===== config.mk =====
export PLATFORM = sky130hd
export DESIGN_NAME = multicycle_control_unit
export DESIGN_NICKNAME = d
export VERILOG_FILES = /design/src/rtl/multicycle_control_unit.sv
export SDC_FILE = /design/constraint.sdc
export NUM_CORES = 1
export LEC_CHECK = 0
export CAP_MARGIN = 20
export CORE_ASPECT_RATIO = 1.5
export CORE_UTILIZATION = 41
export CTS_CLUSTER_SIZE = 14
export DETAILED_ROUTE_END_ITERATION = 16
export PLACE_DENSITY = 0.78
export SLEW_MARGIN = 25
export SYNTH_ARGS = -nofsm -noshare
export SYNTH_HDL_FRONTEND = slang
export SYNTH_SLANG_ARGS = --single-unit

===== constraint.sdc =====
create_clock -name clk -period 1.7 [get_ports clk]
set_input_delay 0.17 -clock clk [delete_from_list [all_inputs] [get_ports clk]]
set_output_delay 0.17 -clock clk [all_outputs]
set_load 0.01 [all_outputs]

===== src/rtl/multicycle_control_unit.sv =====
// Control FSM for the 16-bit multicycle datapath: fetch, decode, execute, memory, write-back.
// Stalls on the memory handshake; an illegal opcode or memory timeout parks it in a sticky FAULT.
module multicycle_control_unit #(
    parameter int TIMEOUT_CYCLES = 15
) (
    input  logic        clk,
    input  logic        reset,
    input  logic [15:0] inst,
    input  logic        mem_ready,
    input  logic        alu_zero,
    output logic        pc_write,
    output logic        pc_src,
    output logic        ir_write,
    output logic        iord,
    output logic        mem_read,
    output logic        mem_write,
    output logic        alu_src_a,
    output logic [1:0]  alu_src_b,
    output logic [1:0]  alu_op,
    output logic        reg_write,
    output logic        wb_sel,
    output logic        fault,
    output logic [1:0]  fault_code,
    output logic [2:0]  state_dbg
);
    localparam logic [2:0] S_IDLE   = 3'd0;
    localparam logic [2:0] S_FETCH  = 3'd1;
    localparam logic [2:0] S_DECODE = 3'd2;
    localparam logic [2:0] S_EXEC   = 3'd3;
    localparam logic [2:0] S_MEM    = 3'd4;
    localparam logic [2:0] S_WB     = 3'd5;
    localparam logic [2:0] S_FAULT  = 3'd7;

    localparam logic [3:0] OP_R    = 4'h0;
    localparam logic [3:0] OP_LUI  = 4'h5;
    localparam logic [3:0] OP_BEQ  = 4'h6;
    localparam logic [3:0] OP_ADDI = 4'h8;
    localparam logic [3:0] OP_LW   = 4'h9;
    localparam logic [3:0] OP_SW   = 4'hA;
    localparam logic [3:0] OP_LI   = 4'hF;

    localparam logic [1:0] FC_ILLEGAL = 2'b01;
    localparam logic [1:0] FC_TIMEOUT = 2'b10;
    localparam logic [7:0] TIMEOUT    = 8'(TIMEOUT_CYCLES);

    logic [2:0] state_q, state_d;
    logic [7:0] wait_q, wait_d;
    logic [1:0] fault_code_q, fault_code_d;
    logic [3:0] opcode;
    logic       opcode_legal;
    logic       timed_out;
    logic       unused_inst_bits;

    assign opcode           = inst[3:0];
    assign unused_inst_bits = ^inst[15:4];
    assign timed_out        = (wait_q == TIMEOUT) && !mem_ready;

    always_comb begin
        case (opcode)
            OP_R, OP_LUI, OP_BEQ, OP_ADDI, OP_LW, OP_SW, OP_LI: opcode_legal = 1'b1;
            default:                                           opcode_legal = 1'b0;
        endcase
    end

    // State register
    always_ff @(posedge clk or negedge reset) begin
        if (!reset) begin
            state_q      <= S_IDLE;
            wait_q       <= 8'd0;
            fault_code_q <= 2'b00;
        end else begin
            state_q      <= state_d;
            wait_q       <= wait_d;
            fault_code_q <= fault_code_d;
        end
    end

    // Next-state logic
    always_comb begin
        state_d      = state_q;
        fault_code_d = fault_code_q;
        wait_d       = 8'd0;
        case (state_q)
            S_IDLE: state_d = S_FETCH;
            S_FETCH: begin
                if (mem_ready) begin
                    state_d = S_DECODE;
                end else if (timed_out) begin
                    state_d      = S_FAULT;
                    fault_code_d = FC_TIMEOUT;
                end
            end
            S_DECODE: begin
                if (opcode_legal) begin
                    state_d = S_EXEC;
                end else begin
                    state_d      = S_FAULT;
                    fault_code_d = FC_ILLEGAL;
                end
            end
            S_EXEC: begin
                case (opcode)
                    OP_R, OP_ADDI, OP_LUI, OP_LI: state_d = S_WB;
                    OP_LW, OP_SW:                 state_d = S_MEM;
                    OP_BEQ:                       state_d = S_FETCH;
                    default: begin
                        state_d      = S_FAULT;
                        fault_code_d = FC_ILLEGAL;
                    end
                endcase
            end
            S_MEM: begin
                if (mem_ready) begin
                    state_d = (opcode == OP_LW) ? S_WB : S_FETCH;
                end else if (timed_out) begin
                    state_d      = S_FAULT;
                    fault_code_d = FC_TIMEOUT;
                end
            end
            S_WB:    state_d = S_FETCH;
            S_FAULT: state_d = S_FAULT;
            default: state_d = S_IDLE;
        endcase
        // Counter only survives while waiting in place; any entry or exit clears it.
        if ((state_q == S_FETCH || state_q == S_MEM) && state_d == state_q) begin
            wait_d = (wait_q == TIMEOUT) ? wait_q : wait_q + 8'd1;
        end
    end

    // Output decode
    always_comb begin
        pc_write  = 1'b0;
        pc_src    = 1'b0;
        ir_write  = 1'b0;
        iord      = 1'b0;
        mem_read  = 1'b0;
        mem_write = 1'b0;
        alu_src_a = 1'b0;
        alu_src_b = 2'd0;
        alu_op    = 2'b00;
        reg_write = 1'b0;
        wb_sel    = 1'b0;
        case (state_q)
            S_FETCH: begin
                mem_read  = 1'b1;
                alu_src_b = 2'd1;
                ir_write  = mem_ready;
                pc_write  = mem_ready;
            end
            S_DECODE: alu_src_b = 2'd2;
            S_EXEC: begin
                case (opcode)
                    OP_R: begin
                        alu_src_a = 1'b1;
                        alu_op    = 2'b10;
                    end
                    OP_ADDI, OP_LW, OP_SW: begin
                        alu_src_a = 1'b1;
                        alu_src_b = 2'd2;
                    end
                    OP_LUI, OP_LI: begin
                        alu_src_b = 2'd2;
                        alu_op    = 2'b11;
                    end
                    OP_BEQ: begin
                        alu_src_a = 1'b1;
                        alu_op    = 2'b01;
                        pc_src    = 1'b1;
                        pc_write  = alu_zero;
                    end
                    default: ;
                endcase
            end
            S_MEM: begin
                iord      = 1'b1;
                mem_read  = (opcode == OP_LW);
                mem_write = (opcode == OP_SW);
            end
            S_WB: begin
                reg_write = 1'b1;
                wb_sel    = (opcode == OP_LW);
            end
            default: ;
        endcase
    end

    assign fault      = (state_q == S_FAULT);
    assign fault_code = fault_code_q;
    assign state_dbg  = state_q;
endmodule


==> metrics.md <==
| Metric | Value |
|---|---|
| Synth Flop Type | dfrtp_1 |
| Worst hold path class | in2async |
| WL met1 | 938 um |
| DRC Markers | 0 |
| Post-Route Utilization | a little over two thirds |
| Crit path cell chain | nand2b_1 > nor2_2 > nor4b_2 > clkdlybuf4s15_2 |
| Via-per-instance ratio | around 5.4 |
| Avg WL per Cell | 14.1 um |
| Status | complete, no violations |
| CTS buffer count | 3 |
| Peak VDD IR | 683 uV |
| Max-slew headroom | 60.5% |
| DR vias | 1018 |
| PortBufs | 26 |
| CP Capture Type | output pin |
| Number of synthesized flops with an enable pin | 0 |
| Crit-path slowest cell | dfrtp_1 |
| Layout cell share with drive strength beyond 1 | 35.2% |
| Final Max Slew Viols | 0 |
| Antenna diodes | 0 |
| Total Wirelength | 2640 um |
| Placeable Area | about 2100 sq um |
| Synthesized instance count | 109 |
| Critical path class | reg2out |
| Post-DP HPWL | 2020 um |
| Pwr/cell area | 1180 nW/um^2 |
| Synth unique cells | 34 |
| Final GP Congestion | 0.770 |
| Placed inst area | approximately 1400 sq um |
| TritonCTS clock tree | done |
| Final WS setup | 50.8 ps |
| Post-Syn Area | 903 sq um |
| First-pass GRT wire length | about 4200 um |
| Largest net degree at the start of global routing | 14 |
| Yosys reg bits | 13 |
| Initial antenna violation count | 0 |
| Chip Width | 40.3 um |
| Fmax | 0.606 GHz |
| Largest fanout on the critical path | 5 |
| Seq/Total Area, Yosys | 36.0% |
| Die area | 2400 sq um |
| Clock transition at path regs | 80 ps |
| Vias in the first global route | 1026 |
| Synth Area per Inst | around 8.3 sq um |
| Max stage delay on crit path | 420 ps |
| Clk_lat worst skew | ~290 ps |
| Met3 WL | 106 um |
| Root buffer cell | clkbuf_4 |
| Fin. Hold Viols | 0 |
| Area growth, synth to finish | 57.9% |
| TNS Setup | 0 ps |
| Leak | 0.706 nW |
| Final setup vio count | 0 |
| Finished Cell Area | 1430 sq um |
| Hold buffer count at cts | 0 |
| CP required | 1530 ps |
| Yosys Warn Count | 0 |
| Max-cap violations | 0 |
| Met2 routed WL | 1490 um |
| DR pass1 iterations | 4 |
| Clock Skew | around 5.3 ps |
| CTS max path bufs | 2 |
| Num ports | 39 |
| Detail Route Antenna Nets | 0 |
| Worst-Margin Slew | around 600 ps |
| H-tree depth | 1 |
| Max layer used | met4 |
| Iter 0 DRT Violations | 16 |
| CP delay by family, top | simple AND/OR/NAND/NOR gates |
| RSZ-0062 raised after global routing | true |
| Async SR Flop Fraction | 100% |
| Starting Density | 44.0% |
| Final period util | 97.0% |
| Sink Count | 13 |
| Vert. Die Dim | 59.5 um |
| Worst setup SP type | flip-flop |
| Data arrival, critical path | 1480 ps |
| GRT Total Usage | roughly a quarter |
| Layout filler cell count | 193 |
| Net count after synthesis | 130 |
| CP bufs+invs | 1 |
| Num rows | 20 |
| Post-layout minimum cycle time | 1650 ps |
| Final net count | approximately 190 |
| Setup WS pre-CTS | -417 ps |
| Overflow after GRT | 0 |
## flip-flops by register name, summed over array words and instances, names as in the netlist
register    cells
fault_code      2
wait_q          8
state_dbg       3
## final timing paths
| path | from | to | slack (ps) | cells after the start |
|---|---|---|---|---|
| worst max register to register | wait_q[4]$_DFFE_PN0P_ | state_dbg[2]$_DFF_PN0_ | 110 | 4 |
| min in group clk | wait_q[0]$_DFFE_PN0P_ | wait_q[0]$_DFFE_PN0P_ | 460 | 1 |
| worst max-delay path | state_dbg[0]$_DFF_PN0_ | mem_write | 50 | 4 |
| max in group asynchronous | reset | state_dbg[2]$_DFF_PN0_ | 1030 | 1 |
| worst min-delay path | reset | wait_q[3]$_DFFE_PN0P_ | 250 | 1 |
| worst min register to register | wait_q[0]$_DFFE_PN0P_ | wait_q[0]$_DFFE_PN0P_ | 460 | 1 |
## kinds of logic (layout without fill, tap and decap cells)
group / count (synthesis) / in the layout / synth area share (%)
adder cells (fa/ha/maj): 1 / 1 / 1.38
flip-flops: 13 / 13 / 36.0
AND/OR/NAND/NOR: 53 / 53 / 32.8
buffers and inverters: 11 / 67 / 4.85
AO/OA/AOI/OAI: 23 / 23 / 17.2
XOR/XNOR: 8 / 8 / 7.76
## stage by stage
stage	total power, W	hold slack (ps)	cells
after floorplan	0.000834	-126	109
after global placement	0.00138	443	177
after detailed placement	0.00140	460	177
after CTS	0.00163	270	185
after global routing	0.00179	293	187
final	0.00168	254	187
## cell type report
class | count | area (sq um) | share of cell area [%]
Inverter | 5 | 18.8 | 1.32
Sequential cell | 13 | 327 | 22.9
Tap cell | 22 | 27.5 | 1.93
Multi-Input combinational cell | 85 | 572 | 40.1
Timing Repair Buffer | 58 | 455 | 31.9
Clock buffer | 4 | 26.3 | 1.84
## power breakdown
part           internal (W)  leakage (nW)  total (W)  switching (W)
clock network     0.0000913        0.0150   0.000196       0.000104
registers          0.000356         0.167   0.000402      0.0000464
logic              0.000573         0.524    0.00108       0.000507
total               0.00102         0.706    0.00168       0.000657
## synthesized netlist by cell type, drive strengths merged, types with 2 or more instances
| cell type | instances | area share (%) |
|---|---|---|
| nand3 | 4 | 2.2 |
| buf | 2 | 1.1 |
| nand2b | 5 | 3.5 |
| clkbuf | 4 | 1.7 |
| nand3b | 2 | 1.7 |
| a31oi | 2 | 1.4 |
| nor2b | 3 | 2.1 |
| inv | 5 | 2.1 |
| dfrtp | 13 | 36 |
| xnor2 | 4 | 3.9 |
| and2 | 2 | 1.4 |
| nor3 | 6 | 3.3 |
| nand2 | 4 | 1.9 |
| a21o | 2 | 1.7 |
| o21ai | 3 | 1.7 |
| xor2 | 4 | 3.9 |
| and3 | 3 | 2.1 |
| nor2 | 17 | 7.1 |
| a21oi | 9 | 5.0 |
| nand4 | 2 | 1.4 |
## metal layers
metal | global-route usage [%] | up-vias
met5 | 0 | -
met4 | 18.6 | 0
met3 | 3.38 | 10
met2 | 46.7 | 34
met1 | 21.5 | 480
li1 | - | 494
## timing repair
action	in CTS	in global routing
gates resized for setup	39	16
setup endpoints to repair	14	13
pin swaps	1	4
buffers inserted	4	2
## placed cells by master (no fill, tap or decap), drive strengths merged, types with 2 or more instances in the layout
| cell | instances |
|---|---|
| nand2b | 5 |
| nor2 | 17 |
| nand3 | 4 |
| buf | 37 |
| o21ai | 3 |
| nand4 | 2 |
| xnor2 | 4 |
| and2 | 2 |
| nor3 | 6 |
| nand3b | 2 |
| dfrtp | 13 |
| nand2 | 4 |
| nor2b | 3 |
| clkdlybuf4s50 | 7 |
| xor2 | 4 |
| a21oi | 9 |
| dlygate4sd2 | 9 |
| inv | 5 |
| clkbuf | 7 |
| a21o | 2 |
| a31oi | 2 |
| and3 | 3 |
Power figures use the tool's default switching activity.
